==> src/rtl/ttt_pkg.sv <==
// Shared types and constants for the tic-tac-toe controller.
// Latency: n/a (declarations only).
// Backpressure: n/a.
package ttt_pkg;

  // Controller states: whose turn it is, board evaluation, game finished.
  typedef enum logic [1:0] {
    ST_TURN_A = 2'd0,
    ST_TURN_B = 2'd1,
    ST_CHECK  = 2'd2,
    ST_DONE   = 2'd3
  } state_e;

  localparam int BOARD_W = 9;
  localparam logic [3:0] MAX_POS = 4'd8;
  localparam logic [BOARD_W-1:0] BOARD_FULL = 9'h1FF;

  // Winner codes; 2'b11 is never produced.
  localparam logic [1:0] WIN_NONE = 2'b00;
  localparam logic [1:0] WIN_A    = 2'b01;
  localparam logic [1:0] WIN_B    = 2'b10;

  // TURN state belonging to a player (0 = A, 1 = B).
  function automatic state_e turn_state(input logic player);
    return player ? ST_TURN_B : ST_TURN_A;
  endfunction

endpackage

==> src/rtl/ttt_line_detect.sv <==
// Flags every completed three-in-a-row line on one player's occupancy board.
// Latency: combinational.
// Backpressure: none.
module ttt_line_detect
  import ttt_pkg::*;
(
  input  logic [BOARD_W-1:0] board_i,
  output logic [7:0]         lines_o
);

  // Bit order: rows top-down from square 8, columns from square 8, then both diagonals.
  always_comb begin
    lines_o    = '0;
    lines_o[0] = board_i[8] & board_i[7] & board_i[6];
    lines_o[1] = board_i[5] & board_i[4] & board_i[3];
    lines_o[2] = board_i[2] & board_i[1] & board_i[0];
    lines_o[3] = board_i[8] & board_i[5] & board_i[2];
    lines_o[4] = board_i[7] & board_i[4] & board_i[1];
    lines_o[5] = board_i[6] & board_i[3] & board_i[0];
    lines_o[6] = board_i[8] & board_i[4] & board_i[0];
    lines_o[7] = board_i[2] & board_i[4] & board_i[6];
  end

endmodule

==> src/rtl/ttt_game_ctrl.sv <==
// Tic-tac-toe referee: takes alternating moves, rejects bad squares, detects win/draw.
// Latency: move accepted in cycle N lands on the board at edge N+1; result one cycle later.
// Backpressure: a_ready/b_ready high only in the mover's TURN state; low in CHECK and DONE.
module ttt_game_ctrl
  import ttt_pkg::*;
#(
  parameter bit FIRST_PLAYER = 1'b0
) (
  input  logic       clk,
  input  logic       rst_n,
  input  logic       clear,
  input  logic       a_valid,
  input  logic [3:0] a_pos,
  output logic       a_ready,
  input  logic       b_valid,
  input  logic [3:0] b_pos,
  output logic       b_ready,
  output logic [8:0] ain,
  output logic [8:0] bin,
  output logic       turn,
  output logic [7:0] win_line,
  output logic [1:0] winner,
  output logic       draw,
  output logic       game_over,
  output logic       illegal
);

  state_e             state_q, state_d;
  logic [BOARD_W-1:0] ain_q, ain_d, bin_q, bin_d;
  logic [7:0]         win_line_q, win_line_d;
  logic [1:0]         winner_q, winner_d;
  logic               draw_q, draw_d;
  logic               illegal_q, illegal_d;
  logic               mover_q, mover_d;   // player of the last legal move

  logic               mv_vld;
  logic [3:0]         mv_pos;
  logic [BOARD_W-1:0] mv_bit;
  logic               mv_legal;
  logic [7:0]         lines_a, lines_b, mover_lines;

  ttt_line_detect u_lines_a (.board_i(ain_q), .lines_o(lines_a));
  ttt_line_detect u_lines_b (.board_i(bin_q), .lines_o(lines_b));

  // Only the player whose turn it is can present a move; the other side is ignored.
  always_comb begin
    mv_vld = 1'b0;
    mv_pos = a_pos;
    if (state_q == ST_TURN_A) begin
      mv_vld = a_valid;
      mv_pos = a_pos;
    end else if (state_q == ST_TURN_B) begin
      mv_vld = b_valid;
      mv_pos = b_pos;
    end
    mv_bit      = BOARD_W'(1) << mv_pos;
    mv_legal    = (mv_pos <= MAX_POS) && (((ain_q | bin_q) & mv_bit) == '0);
    mover_lines = mover_q ? lines_b : lines_a;
  end

  // Next-state: clear overrides everything, otherwise step the game.
  always_comb begin
    state_d    = state_q;
    ain_d      = ain_q;
    bin_d      = bin_q;
    win_line_d = win_line_q;
    winner_d   = winner_q;
    draw_d     = draw_q;
    illegal_d  = 1'b0;
    mover_d    = mover_q;
    if (clear) begin
      state_d    = turn_state(FIRST_PLAYER);
      ain_d      = '0;
      bin_d      = '0;
      win_line_d = '0;
      winner_d   = WIN_NONE;
      draw_d     = 1'b0;
      mover_d    = FIRST_PLAYER;
    end else begin
      case (state_q)
        ST_TURN_A, ST_TURN_B: begin
          if (mv_vld) begin
            if (mv_legal) begin
              if (state_q == ST_TURN_A) ain_d = ain_q | mv_bit;
              else                      bin_d = bin_q | mv_bit;
              mover_d = (state_q == ST_TURN_B);
              state_d = ST_CHECK;
            end else begin
              illegal_d = 1'b1;
            end
          end
        end
        ST_CHECK: begin
          // A win on the last square beats the full-board draw.
          if (mover_lines != '0) begin
            state_d    = ST_DONE;
            win_line_d = mover_lines;
            winner_d   = mover_q ? WIN_B : WIN_A;
          end else if ((ain_q | bin_q) == BOARD_FULL) begin
            state_d = ST_DONE;
            draw_d  = 1'b1;
          end else begin
            state_d = turn_state(!mover_q);
          end
        end
        default: ;  // ST_DONE holds until clear
      endcase
    end
  end

  // Game registers; reset drops straight back to the starting player's turn.
  always_ff @(posedge clk or negedge rst_n) begin
    if (!rst_n) begin
      state_q    <= turn_state(FIRST_PLAYER);
      ain_q      <= '0;
      bin_q      <= '0;
      win_line_q <= '0;
      winner_q   <= WIN_NONE;
      draw_q     <= 1'b0;
      illegal_q  <= 1'b0;
      mover_q    <= FIRST_PLAYER;
    end else begin
      state_q    <= state_d;
      ain_q      <= ain_d;
      bin_q      <= bin_d;
      win_line_q <= win_line_d;
      winner_q   <= winner_d;
      draw_q     <= draw_d;
      illegal_q  <= illegal_d;
      mover_q    <= mover_d;
    end
  end

  // Outputs decoded from state; turn keeps the last mover while checking or finished.
  always_comb begin
    a_ready   = (state_q == ST_TURN_A);
    b_ready   = (state_q == ST_TURN_B);
    game_over = (state_q == ST_DONE);
    turn      = (state_q == ST_TURN_B) |
                (((state_q == ST_CHECK) | (state_q == ST_DONE)) & mover_q);
    ain       = ain_q;
    bin       = bin_q;
    win_line  = win_line_q;
    winner    = winner_q;
    draw      = draw_q;
    illegal   = illegal_q;
  end

endmodule

==> config.mk <==
export PLATFORM = sky130hd
export DESIGN_NAME = ttt_game_ctrl
export DESIGN_NICKNAME = d
export VERILOG_FILES = /design/src/rtl/ttt_pkg.sv /design/src/rtl/ttt_line_detect.sv /design/src/rtl/ttt_game_ctrl.sv
export SDC_FILE = /design/constraint.sdc
export NUM_CORES = 1
export LEC_CHECK = 0
export ABC_AREA = 1
export BUFFER_PORTS_ARGS = -buffer_cell sky130_fd_sc_hd__buf_2
export CELL_PAD_IN_SITES_DETAIL_PLACEMENT = 1
export CELL_PAD_IN_SITES_GLOBAL_PLACEMENT = 2
export CORE_MARGIN = 5
export CORE_UTILIZATION = 30
export CTS_CLUSTER_SIZE = 16
export DETAILED_ROUTE_END_ITERATION = 10
export PLACE_DENSITY = 0.88
export SYNTH_ARGS = -nofsm -noshare
export SYNTH_HDL_FRONTEND = slang
export SYNTH_SLANG_ARGS = --single-unit
==> constraint.sdc <==
create_clock -name clk -period 2.4 [get_ports clk]
set_input_delay 0.12 -clock clk [delete_from_list [all_inputs] [get_ports clk]]
set_output_delay 0.12 -clock clk [all_outputs]
set_load 0.01 [all_outputs]
# ---- After elaboration in Yosys (flattened, before gate mapping)
# Index checks and enable logic that the tools add are counted.
dict set report classes {
  reduce_logical 19
  muxes 41
  eq_ne 8
  shifts 1
  n_bitwise 39
  n_lt_le_gt_ge 1
}
# operator n
set ops {}
lappend ops {{9-bit two-way mux} 10}
lappend ops {{1-bit AND} 33}
lappend ops {{8-bit two-way mux} 4}
lappend ops {{9-bit bitwise OR} 3}
lappend ops {{2-bit two-way mux} 9}
lappend ops {{1-bit two-way mux} 15}
lappend ops {{2-bit nonzero test} 7}
lappend ops {{9-bit AND} 1}
lappend ops {{9-bit equality test (second input constant)} 1}
lappend ops {{9-bit logical NOT} 1}
lappend ops {{3-bit AND reduction} 3}
lappend ops {{1-bit by 4-bit left shift with 9-bit output (first input constant)} 1}
lappend ops {{4-bit two-way mux} 2}
lappend ops {{4-bit AND reduction} 2}
lappend ops {{8-bit nonzero test} 1}
lappend ops {{3-bit inequality test (second input constant)} 2}
lappend ops {{2-bit equality test (second input constant)} 2}
lappend ops {{4-bit less-or-equal comparator (second input constant)} 1}
lappend ops {{2-bit inequality test (second input constant)} 2}
lappend ops {{2-bit case mux with 2 select lines} 1}
lappend ops {{3-bit nonzero test} 1}
lappend ops {{2-bit by 1-bit equality test with 1-bit output (second input constant)} 1}
lappend ops {{2-bit logical NOT} 1}
lappend ops {{1-bit bitwise OR} 2}
lappend ops {{3 further kinds} 3}
dict set report word_totals {
  ff_bits 33
  output_inout_bits 34
  word_cells 117
  input_bits 13
}

# ---- Longest topological paths before layout
# Gate-level depths: netlist (run 1).
dict set report depth {
  depth_word 11
  mapped_depth 15
  ltp_nobuf 14
}

# ---- By module
# A second synthesis (run 1) with hierarchy kept.
dict set report unflattened {
  cells_unflattened 330
  hier_area_um2 2234.6
}
# module seq_area_each_um2 cells_each instances area_per_inst_um2
set by_module_without_submodules {}
lappend by_module_without_submodules {ttt_game_ctrl 825.8 288 1 2077.0}
lappend by_module_without_submodules {ttt_line_detect 0.0 21 2 78.8}

# ---- Least setup slack after synthesis (run 1)
# OpenSTA, ideal clock, no wires.
dict set report synth_path {
  path_kind {reg-to-reg}
  startpoint {reg state_q[0]}
  endpoint {reg bin_q[8], in the netlist bin[8]}
  required_time_ns 2.277
  period_less_slack_ns 1.804
  setup_slack_ns 0.596
  stages_incl_launch_ff 11
  setup_time_ns 0.123
  arrival_time_ns 1.681
  path_buffers 2
  path_cell_list {dfrtp_1 buf_4 nor2_1 inv_1 o22ai_1 inv_1 o21ai_0 nand2_4 buf_8 nand2_2 o21ai_2}
}
dict set report synth_via {
  word_cells_on_any_way 23
  cone_classes {order compare (1); eq/ne (2); shift (1); mux (9); bitwise (2); reduce/logical (8)}
}
# element line
set synth_lines {}
lappend synth_lines {{start, declared} ttt_game_ctrl.sv:28} ;# state_e state_q, state_d;
lappend synth_lines {{start signal, assigned} ttt_game_ctrl.sv:114} ;# state_q <= turn_state(FIRST_PLAYER);
lappend synth_lines {{start signal, assigned} ttt_game_ctrl.sv:123} ;# state_q <= state_d;
lappend synth_lines {{2-bit logical NOT *} -}
lappend synth_lines {{via a_ready} ttt_game_ctrl.sv:14} ;# output logic a_ready,
lappend synth_lines {{4-bit two-way mux} ttt_game_ctrl.sv:49} ;# if (state_q == ST_TURN_A) begin
lappend synth_lines {{1-bit by 4-bit left shift with 9-bit output} ttt_game_ctrl.sv:56} ;# mv_bit = BOARD_W'(1) << mv_pos;
lappend synth_lines {{9-bit bitwise OR} ttt_game_ctrl.sv:85} ;# else bin_d = bin_q | mv_bit;
lappend synth_lines {{9-bit two-way mux} ttt_game_ctrl.sv:84} ;# if (state_q == ST_TURN_A) ain_d = ain_q | mv_bit;
lappend synth_lines {{9-bit two-way mux} ttt_game_ctrl.sv:83} ;# if (mv_legal) begin
lappend synth_lines {{9-bit two-way mux} ttt_game_ctrl.sv:82} ;# if (mv_vld) begin
lappend synth_lines {{9-bit two-way mux} ttt_game_ctrl.sv:80} ;# case (state_q)
lappend synth_lines {{9-bit two-way mux} ttt_game_ctrl.sv:71} ;# if (clear) begin
lappend synth_lines {{end signal, assigned} ttt_game_ctrl.sv:125} ;# bin_q <= bin_d;
lappend synth_lines {{end, declared} ttt_game_ctrl.sv:29} ;# logic [BOARD_W-1:0] ain_q, ain_d, bin_q, bin_d;
# The timed path passes the listed nets; every way through them passes the cells marked *. The select of a mux whose other input is x is not followed.
# A chain may end at the register's enable or synchronous reset.

# ---- Worst setup path after layout (run 1)
dict set report layout_path {
  startpoint {reg state_q[1]}
  endpoint {reg bin_q[6], in the netlist bin[6]}
}
dict set report layout_via {
  elab_chain_cells 10
  word_cells_on_any_way 23
  cone_classes {order compare (1); eq/ne (2); shift (1); mux (9); bitwise (2); reduce/logical (8)}
}
# element line
set layout_rtl {}
lappend layout_rtl {{2-bit by 1-bit equality test with 1-bit output} {ttt_game_ctrl.sv:52, ttt_game_ctrl.sv:80}}
lappend layout_rtl {{4-bit two-way mux} ttt_game_ctrl.sv:52} ;# end else if (state_q == ST_TURN_B) begin
lappend layout_rtl {{4-bit two-way mux} ttt_game_ctrl.sv:49}
lappend layout_rtl {{1-bit by 4-bit left shift with 9-bit output} ttt_game_ctrl.sv:56}
lappend layout_rtl {{9-bit bitwise OR} ttt_game_ctrl.sv:85}
lappend layout_rtl {{9-bit two-way mux} ttt_game_ctrl.sv:84}
lappend layout_rtl {{9-bit two-way mux} ttt_game_ctrl.sv:83}
lappend layout_rtl {{9-bit two-way mux} ttt_game_ctrl.sv:82}
lappend layout_rtl {{9-bit two-way mux} ttt_game_ctrl.sv:80}
lappend layout_rtl {{9-bit two-way mux} ttt_game_ctrl.sv:71}
# Parallel ways exist; a longest one is shown, timed or not. The select of a mux whose other input is x is not followed.

==> results.txt, run 1 <==
Nets -> 360
Port Buf Inserts -> 46
Detail Route Antenna Nets -> 0
DRC -> 0
Initial antenna violation count -> 0
Clock Skew -> 5.92 ps
CTS tree -> yes
Routed vias/inst -> 4.95
Clock latency at the later pin of the worst-skew pair -> 290 ps
Drt wl/cell -> 15.9 µm
H-tree levels -> 2
Gpl congestion -> 0.988
First-pass GRT wire length -> 11,700 µm
Routed via count -> 2,199
Setup TNS -> 0 ps
Layout area overhead -> 21.6%
Final period utilization -> 0.908
Min Hold Slack -> 218 ps
Setup violators final -> 0
Final instance area -> 0.00257 mm²
Worst R2R Setup Slack -> 220 ps
Final slew viol count -> 0
Reg-to-reg critical path startpoint -> state_q[1]
RSZ-0062 raised after global routing -> false
Crit-path max FO -> 18
Synth cell types -> 27
Pwr Total -> 2.73 mW
PD cells -> 1060 mW/mm²
Core ar. -> 0.00683 mm²
Net count after synthesis -> 310
Clock transition time at the flip-flop clock pins of the worst setup and hold paths -> 70 ps
N_diodes -> 0
Worst r2r dst -> bin[6]
Int Power -> 1.42 mW
Nature of the critical path endpoint -> flop
Synthesized instance count -> 297
Max Cap Viol -> 0
Post-CTS Setup Inserts -> 0
Initial core utilization -> 0.310
Switching part of the total -> 0.480
Largest net degree at the start of global routing -> 34
Max VDD drop -> 0.343 mV
CTS buffer count -> 5
Measured slew at the worst slew-check pin -> 773 ps
Sequential share of the synthesized area -> 0.390
Die Ht -> 94.0 µm
Psw -> 1.31 mW
TritonCTS Sinks -> 33
Overall Global Routing Usage -> 0.171
Number of synthesized register bits -> 33
Outcome -> complete, no violations
Die area -> 0.00883 mm²
Iter 0 DRT Violations -> 106
Hold_sp -> a_valid
Clock share of power -> 0.204
Yosys warning count -> 0
Vias in the first global route -> 2,362
CP arrival -> 2390 ps
Dpl ws -> 169 ps
CP startpoint -> state_q[1]
Ports -> 47
Dpl hpwl -> 5410 µm
Leakage -> 1.38 nW
Logic pwr share -> 0.451
Max transition margin -> 0.485
Fmax -> 459 MHz
Routed Wire Length -> 7040 µm
Root Buffer -> clkbuf_8
Mapped Area -> 0.00212 mm²
Clock Tree Buf Depth -> 2
Final min period -> 2180 ps
Die X -> 94.0 µm
GRT overflow -> 0
Worst hold stages -> 5
Reg power frac -> 0.344
Hold path endpoint -> illegal
Final Hold Viols -> 0
Reg2Reg Depth -> 13
Placed Area -> 0.00244 mm²
Final worst slack -> 221 ps
Num rows -> 30
Mean area per synthesized cell -> 7.12 µm²
CP required -> 2620 ps
Fill cells -> 907
Path type of the worst setup path -> reg2reg
Ratio of cells with drive above 1 in the final layout -> 0.241
DRT Pass-1 Iters -> 4
HP Class -> in2reg
Crit start category -> flop
[stage by stage]
step,utilization,instances
3_5_place_dp,0.357,435
4_1_cts,0.375,444
2_1_floorplan,-,297
6_report,0.377,444
5_1_grt,0.377,444
3_3_place_gp,0.357,435
[layer usage]
layer	vias up	wire length [µm]	share of wire	track usage
met5	-	0	0	0
met2	53	3490	0.50	0.293
met3	13	287	0.041	0.0345
met1	1068	3140	0.45	0.213
met4	0	117	0.017	0.0542
li1	1065	-	-	-
[worst max path at each step]
stage	to	slack (ps)
2_1_floorplan	bin[8]	600
3_3_place_gp	bin[4]	280
3_5_place_dp	bin[2]	170
4_1_cts	ain[8]	160
5_1_grt	bin[1]	20
6_report	bin[6]	220
[cells in the mapped netlist]
cell type,number,area (µm²)
o21ai_2,9,78.8
nand2_1,86,323
buf_8,1,15.0
clkinv_1,1,3.75
nand3b_1,4,30.0
o31ai_1,1,7.51
a31oi_2,1,12.5
nor2_1,33,124
buf_6,1,11.3
a31oi_1,5,31.3
nor3_1,1,5.00
inv_1,39,146
nand2_4,2,22.5
o21a_1,3,22.5
inv_2,2,7.51
buf_4,2,15.0
nand2_2,7,43.8
o22ai_1,11,68.8
o21ai_0,9,45.0
dfrtp_1,33,826
nand4_1,12,75.1
a21oi_1,6,30.0
nand3_1,18,90.1
nand3_2,3,30.0
nor2_2,1,6.26
nor2_4,3,33.8
clkbuf_1,3,11.3
[layout by cell type, fill, tap and decap left out, types with 4 or more instances in the layout]
cell type  count
a21oi_1        6
a31oi_1        5
buf_2         46
clkbuf_8       6
dfrtp_1       33
inv_1         39
nand2_1       86
nand2_2        7
nand3_1       18
nand3b_1       4
nand4_1       12
nor2_1        33
o21ai_0        9
o21ai_2        9
o22ai_1       11
[kinds of logic (layout without fill, tap and decap cells)]
family,count (synthesis),count (layout),share of synthesized area
flops,33,33,0.390
simple gates,170,170,0.370
compound gates,45,45,0.140
buf+inv,49,100,0.0993
[state kept, by name, summed over array words and instances, names as in the netlist]
register	cells
draw	1
state_q	2
win_line	8
winner	2
illegal	1
bin	9
ain	9
mover_q	1
[worst max-delay path: stages, from the launching register on]
cell	delay (ps)
dfrtp_1	440
inv_4	140
nand2_2	140
nand2_1	110
nand2_1	80
nor2_1	280
nand3_1	140
nand2_1	100
nor2_1	60
nand2_2	80
nand2_4	120
nand2_4	240
nand2_1	100
o21ai_2	70
[cell type report]
type / instances / area, µm² / area share
Tap cell: 96 / 120 / 0.0467
Clock inverter: 1 / 30.0 / 0.0117
Inverter: 42 / 160 / 0.0623
Timing Repair Buffer: 50 / 263 / 0.102
Sequential cell: 33 / 826 / 0.321
Multi-Input combinational cell: 215 / 1090 / 0.423
Clock buffer: 7 / 86.3 / 0.0336
[repair_timing]
action | in CTS | in global routing
hold buffers | 1 | 0
hold endpoints to repair | 33 | 0
gates resized for setup | 0 | 2
endpoints found under the setup margin | 0 | 14
[power groups by stage]
stage | Sequential [mW] | Combinational (mW) | Clock (mW)
finish | 0.941 | 1.23 | 0.558
global route | 0.963 | 1.38 | 0.601
CTS | 0.937 | 1.23 | 0.573
detailed placement | 0.945 | 1.22 | 0
global placement | 0.939 | 1.19 | 0
floorplan | 0.903 | 0.810 | 0
No activity file was read; power rests on OpenSTA's default activity.
==> inputs of run 2 (changes only) <==
Settings changed: CORE_ASPECT_RATIO from default to 1.2.
==> results.txt, run 2 (synthesis results as in run 1) <==
Outcome -> complete, no violations
Crit-path max FO -> 18 (unchanged)
N_diodes -> 0 (unchanged)
Setup violators final -> 0 (unchanged)
Port Buf Inserts -> 46 (unchanged)
Initial antenna violation count -> 0 (unchanged)
TritonCTS Sinks -> 33 (unchanged)
Initial core utilization -> 0.309 (-0.00102)
Final slew viol count -> 0 (unchanged)
GRT overflow -> 0 (unchanged)
Leakage -> 1.38 nW (+0.17%)
Root Buffer -> clkbuf_8
Path type of the worst setup path -> reg2reg
Most common cell after layout, fill and taps aside -> nand2_1
PD cells -> 1080 mW/mm² (+2.0%)
DRT Pass-1 Iters -> 4 (unchanged)
Clock transition time at the flip-flop clock pins of the worst setup and hold paths -> 80 ps (about the same)
RSZ-0062 raised after global routing -> false
Clock Skew -> 3.88 ps (-2.04 ps)
Dpl hpwl -> 5580 µm (+3.3%)
DRC -> 0 (unchanged)
CTS tree -> yes
Vias in the first global route -> 2,305 (-2.4%)
Final Hold Viols -> 0 (unchanged)
Most frequent cells in the layout -> 86 x nand2_1, 46 x buf_2, 39 x inv_1
Max Cap Viol -> 0 (unchanged)
Overall Global Routing Usage -> 0.169 (-0.00141)
Layout area overhead -> 21.5% (about the same)
Largest net degree at the start of global routing -> 34 (unchanged)
Final period utilization -> 0.902 (-0.00542)
Ratio of cells with drive above 1 in the final layout -> 0.245 (+0.00358)
Fill cells -> 904 (-0.33%)
Placed Area -> 0.00242 mm² (-0.77%)
H-tree levels -> 2 (unchanged)
Detail Route Antenna Nets -> 0 (unchanged)
CP arrival -> 2390 ps (about the same)
Routed Wire Length -> 7150 µm (+1.5%)
Die X -> 86.7 µm (-7.8%)
Max transition margin -> 0.465 (-0.0198)
CTS buffer count -> 5 (unchanged)
Core ar. -> 0.00685 mm² (+0.33%)
Routed vias/inst -> 4.97 (+0.26%)
Die area -> 0.00884 mm² (about the same)
Setup TNS -> 0 ps (unchanged)
Clock latency at the later pin of the worst-skew pair -> 290 ps (about the same)
Drt wl/cell -> 16.5 µm (+3.8%)
CP required -> 2620 ps (about the same)
Die Ht -> 102 µm (+8.5%)
Routed via count -> 2,155 (-2.0%)
Clock Tree Buf Depth -> 2 (unchanged)
Num rows -> 33 (+10%)
Ports -> 47 (unchanged)
Crit start category -> flop
HP Class -> in2reg
Post-CTS Setup Inserts -> 0 (unchanged)
Fmax -> 462 MHz (+0.60%)
Final instance area -> 0.00257 mm² (about the same)
Gpl congestion -> 0.846 (-14%)
First-pass GRT wire length -> 11,600 µm (-0.95%)
Max VDD drop -> 0.289 mV (-16%)
Iter 0 DRT Violations -> 144 (+36%)
Final min period -> 2170 ps (-13.0 ps)
Nature of the critical path endpoint -> flop
Nets -> 359 (-0.28%)
Measured slew at the worst slew-check pin -> 803 ps (+29.7 ps)
-- run 2: routing by layer --
layer	GRT usage	share of wire	routed length, µm
met1	0.195	0.42	3020
met2	0.304	0.51	3660
met3	0.0258	0.034	244
met4	0.0791	0.031	220
met5	0	0	0
-- run 2: metrics by stage --
step	power [mW]	utilization	setup WS (ps)	cells	hold slack (ps)
floorplan	1.71	-	596	297	-176
global placement	2.11	0.353	306	425	239
detailed placement	2.13	0.353	202	425	244
CTS	2.79	0.374	175	434	219
global route	2.98	0.375	0.590	434	252
finish	2.78	0.375	234	434	229
-- run 2: final timing paths --
path / start / cells after the start / slack [ps] / end
setup / recovery: state_q[1] / 13 / 230 / bin[4]
hold / removal: a_valid / 5 / 230 / illegal
setup reg to reg: state_q[1] / 13 / 230 / bin[4]
hold reg to reg: draw / 2 / 490 / draw
max in group asynchronous: rst_n / 2 / 1390 / state_q[0]
min in group asynchronous: rst_n / 2 / 460 / win_line[0]
-- run 2: final cells by class --
cell class,count,area (µm²),share of cell area
inverters,42,158,0.0613
repair buffers,49,255,0.0993
clock buffers,5,68.8,0.0268
clock inverters,3,65.1,0.0253
multi-input cells,215,1090,0.423
well taps,87,109,0.0424
flip-flops and latches,33,827,0.322
-- run 2: power by group --
group / internal (mW) / total (mW) / switching (mW)
Combinational: 0.387 / 1.20 / 0.809
Clock: 0.413 / 0.640 / 0.227
Sequential: 0.688 / 0.948 / 0.260
Total: 1.49 / 2.78 / 1.30
-- run 2: worst max-delay path, cell delays in order, from the launching register on --
cell     delay [ps]
dfrtp_1         420
inv_2           170
nand2_2         160
nand2_1         110
nand2_2          70
nor2_1          260
nand3_1         110
nand3_1         130
nor2_2           50
nand2_2          70
nand2_4         120
nand2_4         240
nand2_1         110
o21ai_2          70
-- run 2: timing repair --
item | 4_1_cts | 5_1_grt
gates resized for setup | 0 | 2
endpoints found under the hold margin | 33 | 0
endpoints found under the setup margin | 0 | 14
hold buffers | 1 | 0
==> inputs of run 3 (changes only) <==
Settings changed: CORE_MARGIN 5 to 2, CORE_UTILIZATION 30 to 29, PLACE_DENSITY 0.88 to 0.86, SYNTH_HIERARCHICAL from default to 1.
==> results.txt, run 3 <==
Outcome -> complete, no violations
Layout area overhead -> 21.8%
Synth Area in Adders -> 0 (unchanged)
Final worst slack -> 274 ps (+39.8 ps)
CP startpoint -> mover_q
Die X -> 84.1 µm (-2.9%)
Most common cell after layout, fill and taps aside -> nand2_1
Fill cells -> 1,020 (+13%)
Ratio of cells with drive above 1 in the final layout -> 0.236 (-0.00921)
Worst R2R Setup Slack -> 270 ps (+40 ps)
# resized after CTS -> 0 (unchanged)
Pwr Total -> 2.50 mW (-10%)
CP Cell Sequence -> inv_1, o21ai_0, nand4_1, nor2_1, nand2_1, o21ai_0, nand3b_1, nand2_1
Detail Route Antenna Nets -> 0 (unchanged)
Setup violators final -> 0 (unchanged)
Measured slew at the worst slew-check pin -> 800 ps (-2.80 ps)
Leakage -> 1.41 nW (+2.2%)
Crit-path max cell delay -> 620 ps (+200 ps)
Worst r2r dst -> state_q[1]
Die area -> 0.00843 mm² (-4.7%)
Clock Skew -> 10.8 ps (+6.92 ps)
Most frequent cells in the layout -> 76 x nand2_1, 59 x inv_1, 54 x nor2_1
Routed vias/inst -> 4.82 (-2.9%)
Initial antenna violation count -> 0 (unchanged)
Final Hold Viols -> 0 (unchanged)
Path type of the worst setup path -> reg2reg
Die Ht -> 100 µm (-1.8%)
Gpl congestion -> 0.830 (-1.9%)
Largest family of logic cells by synthesized area -> simple AND/OR/NAND/NOR gates
Routed via count -> 2,304 (+6.9%)
Top cells by count, synth -> 76 x nand2_1, 59 x inv_1, 54 x nor2_1, 33 x dfrtp_1, 21 x nand4_1
Top post-synthesis cells by area -> dfrtp_1 37%, nand2_1 13%, inv_1 9.9%, nor2_1 9.1%, nand4_1 5.9%
Placed Cells incl. Taps -> 469 (+10%)
Clock transition time at the flip-flop clock pins of the worst setup and hold paths -> 80 ps (about the same)
CP required -> 2590 ps (-30 ps)
Synth Area in Simple Gates -> 0.414 (+0.0441)
CTS buffer count -> 5 (unchanged)
RSZ-0062 raised after global routing -> false
DRC -> 0 (unchanged)
CP arrival -> 2310 ps (-80 ps)
Async set or reset register ratio after synthesis -> 1.00 (unchanged)
GRT overflow -> 0 (unchanged)
Final min period -> 2130 ps (-39.8 ps)
Crit-path max FO -> 11 (-7)
Yosys warning count -> 6 (+6)
Root Buffer -> clkbuf_8
Utilization after layout -> 0.359 (-0.0156)
CTS tree -> yes
PD cells -> 917 mW/mm² (-15%)
Synth Area in Compound Gates -> 0.0728 (-0.0674)
Synthesized instance count -> 330 (+11%)
Crit start category -> flop
Max Cap Viol -> 0 (unchanged)
Max VDD drop -> 0.297 mV (+2.8%)
First-pass GRT wire length -> 12,200 µm (+5.0%)
Clock latency at the later pin of the worst-skew pair -> 290 ps (about the same)
Iter 0 DRT Violations -> 86 (-40%)
Fmax -> 470 MHz (+1.9%)
HP Class -> in2reg
DRT Pass-1 Iters -> 4 (unchanged)
Vias in the first global route -> 2,469 (+7.1%)
Num rows -> 35 (+6.1%)
Final std cells w/o fill -> 478 (+10%)
Synth top area share -> 0.370 (-0.0208)
Final slew viol count -> 0 (unchanged)
Slowest CP cell -> dfrtp_1
Sequential share of the synthesized area -> 0.370 (-0.0208)
Routed Wire Length -> 7190 µm (+0.56%)
Post-synthesis xor/xnor area fraction -> 0 (unchanged)
Clock Tree Buf Depth -> 2 (unchanged)
Post-synth top area cell -> dfrtp_1
H-tree levels -> 2 (unchanged)
Dpl ws -> 335 ps (+133 ps)
Largest net degree at the start of global routing -> 34 (unchanged)
Setup TNS -> 0 ps (unchanged)
Nature of the critical path endpoint -> flop
Post-synthesis mux area share -> 0.0134 (+0.0134)
Core ar. -> 0.00758 mm² (+11%)
Reg-to-reg critical path startpoint -> mover_q
Final period utilization -> 0.886 (-0.0166)
N_diodes -> 0 (unchanged)
Initial core utilization -> 0.295 (-0.0137)
Most common cell in the synthesized netlist -> nand2_1
Post-synth EDFFs -> 0 (unchanged)
Dpl hpwl -> 5660 µm (+1.4%)
Max transition margin -> 0.467 (+0.00187)
Nets -> 398 (+11%)
Drt wl/cell -> 15.0 µm (-8.7%)
TritonCTS Sinks -> 33 (unchanged)
Number of synthesized register bits -> 33 (unchanged)
Post-synth top flop -> dfrtp_1
Ports -> 47 (unchanged)
Net count after synthesis -> 343 (+11%)
Mean area per synthesized cell -> 6.77 µm² (-4.9%)
Port Buf Inserts -> 46 (unchanged)
Synth cell types -> 29 (+7.4%)
Mapped Area -> 0.00223 mm² (+5.6%)
Overall Global Routing Usage -> 0.181 (+0.0120)
Worst Setup EP -> state_q[1]
Reg2Reg Depth -> 8 (-5)
[run 3: stage by stage]
stage          cell area [µm²]  hold slack, ps
2_1_floorplan             2230            -176
4_1_cts                   2720             211
3_5_place_dp              2600             247
3_3_place_gp              2600             227
5_1_grt                   2720             304
6_report                  2720             217
[run 3: what timing repair did]
| item | CTS | global route |
|---|---|---|
| setup endpoints to repair | 0 | 0 |
| hold endpoints to repair | 33 | 0 |
| setup buffers | 0 | 0 |
| hold buffers | 1 | 0 |
[run 3: worst min path at each step]
stage	startpoint	end	slack [ps]	cells after the start
final	a_valid	illegal	220	5
after global routing	a_valid	illegal	300	5
after CTS	a_valid	illegal	210	5
after detailed placement	rst_n	win_line[2]	250	1
after global placement	rst_n	winner[1]	230	1
after floorplan	rst_n	ain[0]	-180	0
[run 3: worst max-delay path: cells and delay by family, from the launching register on]
kind / cells / cell delay, ps
simple gates: 5 / 710
flops: 1 / 620
compound gates: 2 / 520
buf+inv: 1 / 160
[run 3: logic make-up (layout without fill, tap and decap cells)]
family	Yosys count	after routing
multiplexers	3	3
AND/OR/NAND/NOR	192	192
buffers and inverters	72	128
flip-flops	33	33
AO/OA/AOI/OAI	30	30
[run 3: routing by layer]
metal / up-vias / wire [µm] / track usage
met5: - / 0 / 0
met4: 0 / 178 / 0.0682
met3: 12 / 176 / 0.0222
met2: 44 / 3690 / 0.333
met1: 1106 / 3140 / 0.214
li1: 1142 / - / -
[run 3: where the power goes]
part	switching [mW]	internal, mW
Clock	0.218	0.339
Combinational	0.776	0.373
Sequential	0.153	0.638
Total	1.15	1.35
[run 3: area by class of cell]
class	instances	area, µm²	share of cell area
inverter	65	246	0.0905
tap	92	115	0.0423
timing repair buffer	55	300	0.110
clock buffer	7	86.3	0.0317
clock inverter	1	30.0	0.0110
sequential	33	826	0.303
multi-input combinational	225	1120	0.411
